[config.mk]
export PLATFORM = sky130hd
export DESIGN_NAME = parity_frame_rx
export DESIGN_NICKNAME = d
export VERILOG_FILES = /design/src/rtl/parity_link_pkg.sv /design/src/rtl/parity_calc.sv /design/src/rtl/parity_frame_rx.sv
export SDC_FILE = /design/constraint.sdc
export NUM_CORES = 1
export LEC_CHECK = 0
export ABC_AREA = 1
export CAP_MARGIN = 20
export CORE_MARGIN = 2
export CORE_UTILIZATION = 45
export CTS_CLUSTER_SIZE = 30
export DETAILED_ROUTE_END_ITERATION = 8
export DONT_BUFFER_PORTS = 1
export PLACE_DENSITY = 0.72
export SKIP_CTS_REPAIR_TIMING = 1
export SLEW_MARGIN = 20
export SYNTH_ARGS = -nofsm -noshare
export SYNTH_HDL_FRONTEND = slang
export SYNTH_SLANG_ARGS = --single-unit
[constraint.sdc]
create_clock -name clk -period 1.3 [get_ports clk]
set_clock_uncertainty 0.15 [all_clocks]
set_input_delay 0.13 -clock clk [delete_from_list [all_inputs] [get_ports clk]]
set_output_delay 0.13 -clock clk [all_outputs]
set_load 0.1 [all_outputs]
[src/rtl/parity_link_pkg.sv]
// Shared definitions for the parity-protected serial link (transmit and receive ends).
package parity_link_pkg;

    localparam logic [1:0] ST_IDLE = 2'd0;
    localparam logic [1:0] ST_DATA = 2'd1;
    localparam logic [1:0] ST_PAR  = 2'd2;

    localparam logic START_BIT  = 1'b1;
    localparam int   DEF_DATA_W = 3;

    typedef enum logic [1:0] {
        S_IDLE = ST_IDLE,
        S_DATA = ST_DATA,
        S_PAR  = ST_PAR
    } link_state_e;

endpackage

[src/rtl/parity_calc.sv]
// Combinational parity of a data word; ODD=0 gives even parity, ODD=1 odd parity.
module parity_calc #(
    parameter int DATA_W = 3,
    parameter int ODD    = 0
) (
    input  logic [DATA_W-1:0] data_i,
    output logic              parity_o
);

    assign parity_o = (^data_i) ^ (ODD != 0);

endmodule

[src/rtl/parity_frame_rx.sv]
// Serial receiver for start + DATA_W data bits (LSB first) + parity frames.
// Optional macro PARITY_RX_ERRCNT_EN adds a saturating parity-error counter output err_cnt.
module parity_frame_rx
    import parity_link_pkg::*;
#(
    parameter int DATA_W = DEF_DATA_W,
    parameter int ODD    = 0
) (
    input  logic              clk,
    input  logic              rst,
    input  logic              bit_valid,
    input  logic              bit_in,
    output logic [DATA_W-1:0] data_out,
    output logic              frame_valid,
    output logic              parity_err,
    output logic              busy
`ifdef PARITY_RX_ERRCNT_EN
    ,
    output logic [7:0]        err_cnt
`endif
);

    localparam int CNT_W = $clog2(DATA_W + 1);
    localparam logic [CNT_W-1:0] LAST_CNT = CNT_W'(DATA_W - 1);

    link_state_e       state_q, state_d;
    logic [CNT_W-1:0]  cnt_q, cnt_d;
    logic [DATA_W-1:0] shift_q, shift_d;
    logic [DATA_W-1:0] data_q, data_d;
    logic              perr_q, perr_d;
    logic              fv_q, fv_d;
    logic              calc;
    logic              par_mismatch;

    parity_calc #(.DATA_W(DATA_W), .ODD(ODD)) u_calc (
        .data_i   (shift_q),
        .parity_o (calc)
    );

    assign par_mismatch = (calc != bit_in);

    always_ff @(posedge clk) begin
        if (rst) begin
            state_q <= S_IDLE;
            cnt_q   <= '0;
            shift_q <= '0;
            data_q  <= '0;
            perr_q  <= 1'b0;
            fv_q    <= 1'b0;
        end else begin
            state_q <= state_d;
            cnt_q   <= cnt_d;
            shift_q <= shift_d;
            data_q  <= data_d;
            perr_q  <= perr_d;
            fv_q    <= fv_d;
        end
    end

    always_comb begin
        state_d = state_q;
        cnt_d   = cnt_q;
        shift_d = shift_q;
        data_d  = data_q;
        perr_d  = perr_q;
        fv_d    = 1'b0;
        if (bit_valid) begin
            case (state_q)
                S_IDLE: begin
                    // Clearing the shift register here keeps old bits out of the next word.
                    if (bit_in == START_BIT) begin
                        state_d = S_DATA;
                        cnt_d   = '0;
                        shift_d = '0;
                    end
                end
                S_DATA: begin
                    for (int i = 0; i < DATA_W; i++) begin
                        if (cnt_q == CNT_W'(i)) shift_d[i] = bit_in;
                    end
                    cnt_d = cnt_q + 1'b1;
                    if (cnt_q == LAST_CNT) state_d = S_PAR;
                end
                S_PAR: begin
                    data_d  = shift_q;
                    perr_d  = par_mismatch;
                    fv_d    = 1'b1;
                    state_d = S_IDLE;
                end
                default: state_d = S_IDLE;
            endcase
        end
    end

    assign data_out    = data_q;
    assign frame_valid = fv_q;
    assign parity_err  = perr_q;
    assign busy        = (state_q == S_DATA) || (state_q == S_PAR);

`ifdef PARITY_RX_ERRCNT_EN
    logic [7:0] err_cnt_q, err_cnt_d;

    // Counts at the same edge that raises frame_valid, so it lines up with the pulse.
    always_comb begin
        err_cnt_d = err_cnt_q;
        if (bit_valid && (state_q == S_PAR) && par_mismatch && (err_cnt_q != 8'hFF))
            err_cnt_d = err_cnt_q + 8'd1;
    end

    always_ff @(posedge clk) begin
        if (rst) err_cnt_q <= '0;
        else     err_cnt_q <= err_cnt_d;
    end

    assign err_cnt = err_cnt_q;
`endif

endmodule
==> flow_summary.toml, run 1 <==
[timing]
setup_viol = 8
fmax_ghz = 0.706
fin_crit_sh_pct = 109
slew_headroom_pct = 80.2
hold_viol = 2
grt_setup_unrepaired = "yes"
holdWs_ps = -5.34
tightestPinTransition_ps = 296
min_period_ps = 1420
fin_ws_ps = -116
tns_ps = -570
slew_violations = 0

[run_status]
violations = "hold timing, setup timing"
outcome = "finished, violations left"

[detailed_routing]
final_antenna_net_count = 0
drc_errors = 0
wirelength_met1_um = 678
top_layer_used = "met4"
wl_met2_um = 844
totalWireLength_um = 1630
drtPass1Iterations = 4
viasPerCell = 4.86
drt_iter0_markers = 17
route.met3.wl_um = 83
wl_per_cell_um = 11.8
vias = 671

[job]
cap_violations = 0

[power_and_ir_drop]
switching_power_uw = 511
p_comb_share_pct = 42.3
p_seq_share_pct = 33.3
swShare_pct = 39.9
power_density_mw_per_mm2 = 1280
clkPwrFrac_pct = 24.4
irDropWorstVdd_v = 0.000866
p_int_uw = 769
p_leak_nw = 0.470

[clock_tree]
htreeDepth = 1
clk_latency_ps = 280
clkTransAtPathRegs_ps = 80
cts-root-buf = "clkbuf_4"
clock-sinks = 12
clockBufferDepth = 2
cts_tree = "done"
cts_buffers = 3

[worst_setup_path]
path_class = "flop to output pin"
worst_setup_path_start_kind = "flop"
cp_cell_sequence = "inv_4 > ha_4 > buf_12"
critPathCaptureType = "output pin"
required_ps = 1020
arrival_ps = 1140
path_max_fanout = 3
slowest_delay_ps = 380
cp_slowest_cell = "dfxtp_4"

[synthesis]
synthesis.instances = 103
synth_area_per_cell_um2 = 6.90
synth_fp_nets = 115
yosys.cell_types.count = 13
synth_seq_area_share_pct = 33.8
yosys_warnings = 0
netlist_area_um2 = 711
synth-seq-cells = 12

[finish]
antennaDiodeCount = 0
utilization_pct = 67.1
drive_above_1_share_pct = 45.9
nNetsFinal = 135
syn_to_final_growth_pct = 40.7
stdcell_count = 138

[worst_hold_path]
hp-class = "input port to flop"

[global_routing]
grt_pass1_wl_um = 2370
antenna_found_initial = 0
grt_usage_pct = 17.7
grt_max_degree = 9
grt_overflow = 0
grt_pass1_vias = 621

[placed_design]
dp_worst_setup_slack_ps = -104
gp_congestion = 0.791
place_inst = 130
dp_hpwl_um = 1100
portBuffers = 0

[floorplanning]
ioPinCount = 10
die_area_mm2 = 0.00191
die_h_um = 43.7
die_w_um = 43.7
start_util_pct = 47.7
coreArea_mm2 = 0.00149
row_count = 14
-- power groups by stage --
| stage | combinational (mW) | clock, mW | sequential [mW] |
|---|---|---|---|
| detailed placement | 0.442 | 0 | 0.427 |
| CTS | 0.444 | 0.313 | 0.419 |
| finish | 0.541 | 0.313 | 0.426 |
| global placement | 0.432 | 0 | 0.425 |
| floorplan | 0.267 | 0 | 0.492 |
| global route | 0.583 | 0.331 | 0.429 |
-- stage by stage --
| stage | power (mW) | hold WS [ps] | instance area [um^2] |
|---|---|---|---|
| after global routing | 1.34 | 3.43 | 1000 |
| after CTS | 1.18 | -245 | 872 |
| after detailed placement | 0.869 | 54.7 | 836 |
| after global placement | 0.857 | 49.7 | 836 |
| final | 1.28 | -5.34 | 1000 |
| after floorplan | 0.760 | 49.1 | 721 |
-- synthesized netlist by cell type (all sizes together) --
| master | number | area, um^2 |
|---|---|---|
| a21oi | 10 | 61.3 |
| dfxtp | 12 | 240 |
| ha | 8 | 100 |
| inv | 20 | 75.1 |
| nand2 | 30 | 118 |
| nand3 | 4 | 20.0 |
| nor2 | 15 | 76.3 |
| o21ai | 4 | 20.0 |
-- metal layers --
metal | up-vias | track usage (%)
met2 | 15 | 28.8
met4 | 0 | 14.5
met3 | 3 | 6.25
li1 | 350 | -
met5 | - | 0
met1 | 303 | 17.9
-- cells by family after synthesis --
kind of cell    after synthesis  share of synthesized area, %
simple gates                 49                          30.1
fa+ha+maj                     8                          14.1
compound gates               14                          11.4
flops                        12                          33.8
buf+inv                      20                          10.6
-- worst max-delay path: cells and delay by family (launching register included) --
kind,cells,cell delay [ps]
flops,1,380
fa+ha+maj,1,260
buf+inv,2,210
-- cells in the final DEF (no fill, tap or decap), types with 2 or more instances in the layout --
master / count
inv_1: 13
buf_4: 11
nor2_2: 7
inv_4: 4
ha_4: 2
dfxtp_2: 6
nand2_1: 22
dlygate4sd3_1: 2
a21oi_1: 8
nand3_1: 2
nor2_4: 3
nor2_1: 5
nand2_2: 8
o21ai_0: 2
clkbuf_4: 3
nand3_2: 2
inv_2: 3
dfxtp_1: 5
ha_1: 6
-- area by class of cell --
| class | count | area, um^2 |
|---|---|---|
| fill | 110 | 489 |
| multi-input combinational | 71 | 473 |
| sequential | 12 | 251 |
| timing repair buffer | 15 | 134 |
| inverter | 20 | 85.1 |
| clock buffer | 4 | 36.3 |
| tap | 16 | 20.0 |
-- final timing paths --
check                           startpoint    endpoint  slack, ps  depth (start not counted)
worst max-delay path            state_q[0]        busy       -120                          3
worst min-delay path                bit_in  parity_err         -5                          5
worst max register to register  state_q[0]    cnt_q[1]       -100                          6
worst min register to register    cnt_q[1]    cnt_q[1]        350                          2
-- sequential cells by signal, indices dropped and copies added (netlist names) --
register,flops
cnt_q,2
shift_q,3
data_out,3
frame_valid,1
state_q,2
parity_err,1
Power figures use the tool's default switching activity.
==> run 2: changes to the inputs <==
- CELL_PAD_IN_SITES_DETAIL_PLACEMENT: not set -> 0
- CELL_PAD_IN_SITES_GLOBAL_PLACEMENT: not set -> 2
- CORE_UTILIZATION: 45 -> 29
- PLACE_DENSITY: 0.72 -> 0.8
==> run 2 against run 1 <==
  * The run still ends with hold timing, setup timing left
  * Die area up 50%
  * Via count shrank 1.9%
  * Final area is 0.50% lower
  * Setup slack improved by 21 ps
  * First-iteration DRC count down 53%
  * Power down 3.1%
  * Critical path depth stayed put
  * Non-clock buffer count stayed put
  * Flip-flop and latch count is the same
  * Register-to-register slack better by 60 ps
  * Critical path type unchanged
  * Largest power group unchanged
==> flow_summary.toml, run 2 (synthesized netlist as in run 1, its figures left out) <==
[detailed_routing]
top_layer_used = "met4"
drc_errors = 0
totalWireLength_um = 1570
drt_iter0_markers = 8
viasPerCell = 4.39
wl_met2_um = 805
drtPass1Iterations = 4
wl_per_cell_um = 10.5
wirelength_met1_um = 710
route.met3.wl_um = 40
final_antenna_net_count = 0
vias = 658

[finish]
regArea_um2 = 248
stdcell_count = 150
layout_common_cells = "nand2_1, inv_1, buf_4, nor2_1, a21oi_1"
syn_to_final_growth_pct = 40.0
drive_above_1_share_pct = 38.5
nFillCells = 252
multi_input_area_um2 = 458
mostFrequentLayoutCell = "nand2_1"
fin_area_um2 = 995
antennaDiodeCount = 0
nNetsFinal = 135

[run_status]
violations = "hold timing, setup timing"
outcome = "finished, violations left"

[worst_setup_path]
critical_path.endpoint = "busy"
slowest_delay_ps = 360
cp_slowest_cell = "dfxtp_2"
required_ps = 1020
r2r_cells = 8
r2r_end = "state_q[1]"
r2r-start = "state_q[0]"
path_class = "flop to output pin"
regToRegSetupSlack_ps = -40
crit_path_start = "state_q[1]"
worst_setup_path_start_kind = "flop"
arrival_ps = 1110
path_max_fanout = 3
cp_cell_sequence = "inv_4 > ha_4 > buf_12"
critPathCaptureType = "output pin"

[timing]
fmax_ghz = 0.717
min_period_ps = 1390
holdWs_ps = -20.3
hold_viol = 4
setup_viol = 8
fin_ws_ps = -94.8
tightestPinTransition_ps = 278
slew_violations = 0
grt_setup_unrepaired = "yes"
slew_headroom_pct = 81.4
fin_crit_sh_pct = 107

[global_routing]
antenna_found_initial = 0
grt_pass1_vias = 610
grt_usage_pct = 12.8
grt_overflow = 0
grt_max_degree = 9
grt_pass1_wl_um = 2530

[placed_design]
place_inst = 142
gp_congestion = 0.707
place_area_um2 = 851
dp_worst_setup_slack_ps = -123
dp_hpwl_um = 1160
portBuffers = 0

[floorplanning]
die_w_um = 53.5
row_count = 17
ioPinCount = 10
coreArea_mm2 = 0.00225
start_util_pct = 31.5
die_area_mm2 = 0.00286
die_h_um = 53.5

[clock_tree]
clockBufferDepth = 2
htreeDepth = 1
clkTransAtPathRegs_ps = 80
cts-root-buf = "clkbuf_4"
clk_latency_ps = 270
clock-sinks = 12
cts_tree = "done"
cts_buffers = 3

[power_and_ir_drop]
p_leak_nw = 0.465
power_density_mw_per_mm2 = 1250
irDropWorstVdd_v = 0.000943

[worst_hold_path]
hp-start = "rst"
hp-class = "input port to flop"
hold-path-cell-count = 3

[job]
cap_violations = 0
-- run 2: layout make-up --
class	count	area share (%)
clock buffers	4	3.65
flip-flops and latches	12	24.9
repair buffers	15	13.3
well taps	28	3.52
inverters	20	8.55
multi-input cells	71	46.0
-- run 2: where the power goes --
part | total [mW] | internal, mW | switching, mW
registers | 0.423 | 0.400 | 0.0232
clock network | 0.305 | 0.170 | 0.135
logic | 0.512 | 0.188 | 0.325
-- run 2: layer usage --
layer  vias up  GRT usage (%)
met3         2           3.95
met4         0           7.69
met5         -              0
met1       298           14.9
li1        350              -
met2         8           20.6
-- run 2: through the flow --
step,total power [mW],hold slack (ps),TNS [ps],utilization (%)
global placement,0.867,51.6,-475,37.7
global route,1.32,5.15,-829,44.1
detailed placement,0.871,52.5,-669,37.7
floorplan,0.760,49.1,-67.5,-
finish,1.24,-20.3,-273,44.1
CTS,1.18,-249,-1050,39.3
-- run 2: critical path: cells and delay by family, from the launching register on --
kind                       cells  cell delay, ps
adders and majority gates      1             260
buffers and inverters          2             210
DFF                            1             360
-- run 2: how the worst min path moves through the flow --
stage                  endpoint  slack (ps)
floorplan              cnt_q[0]          50
global placement     shift_q[2]          50
detailed placement     cnt_q[0]          50
CTS                    cnt_q[0]        -250
global route         shift_q[1]           5
finish              data_out[2]         -20
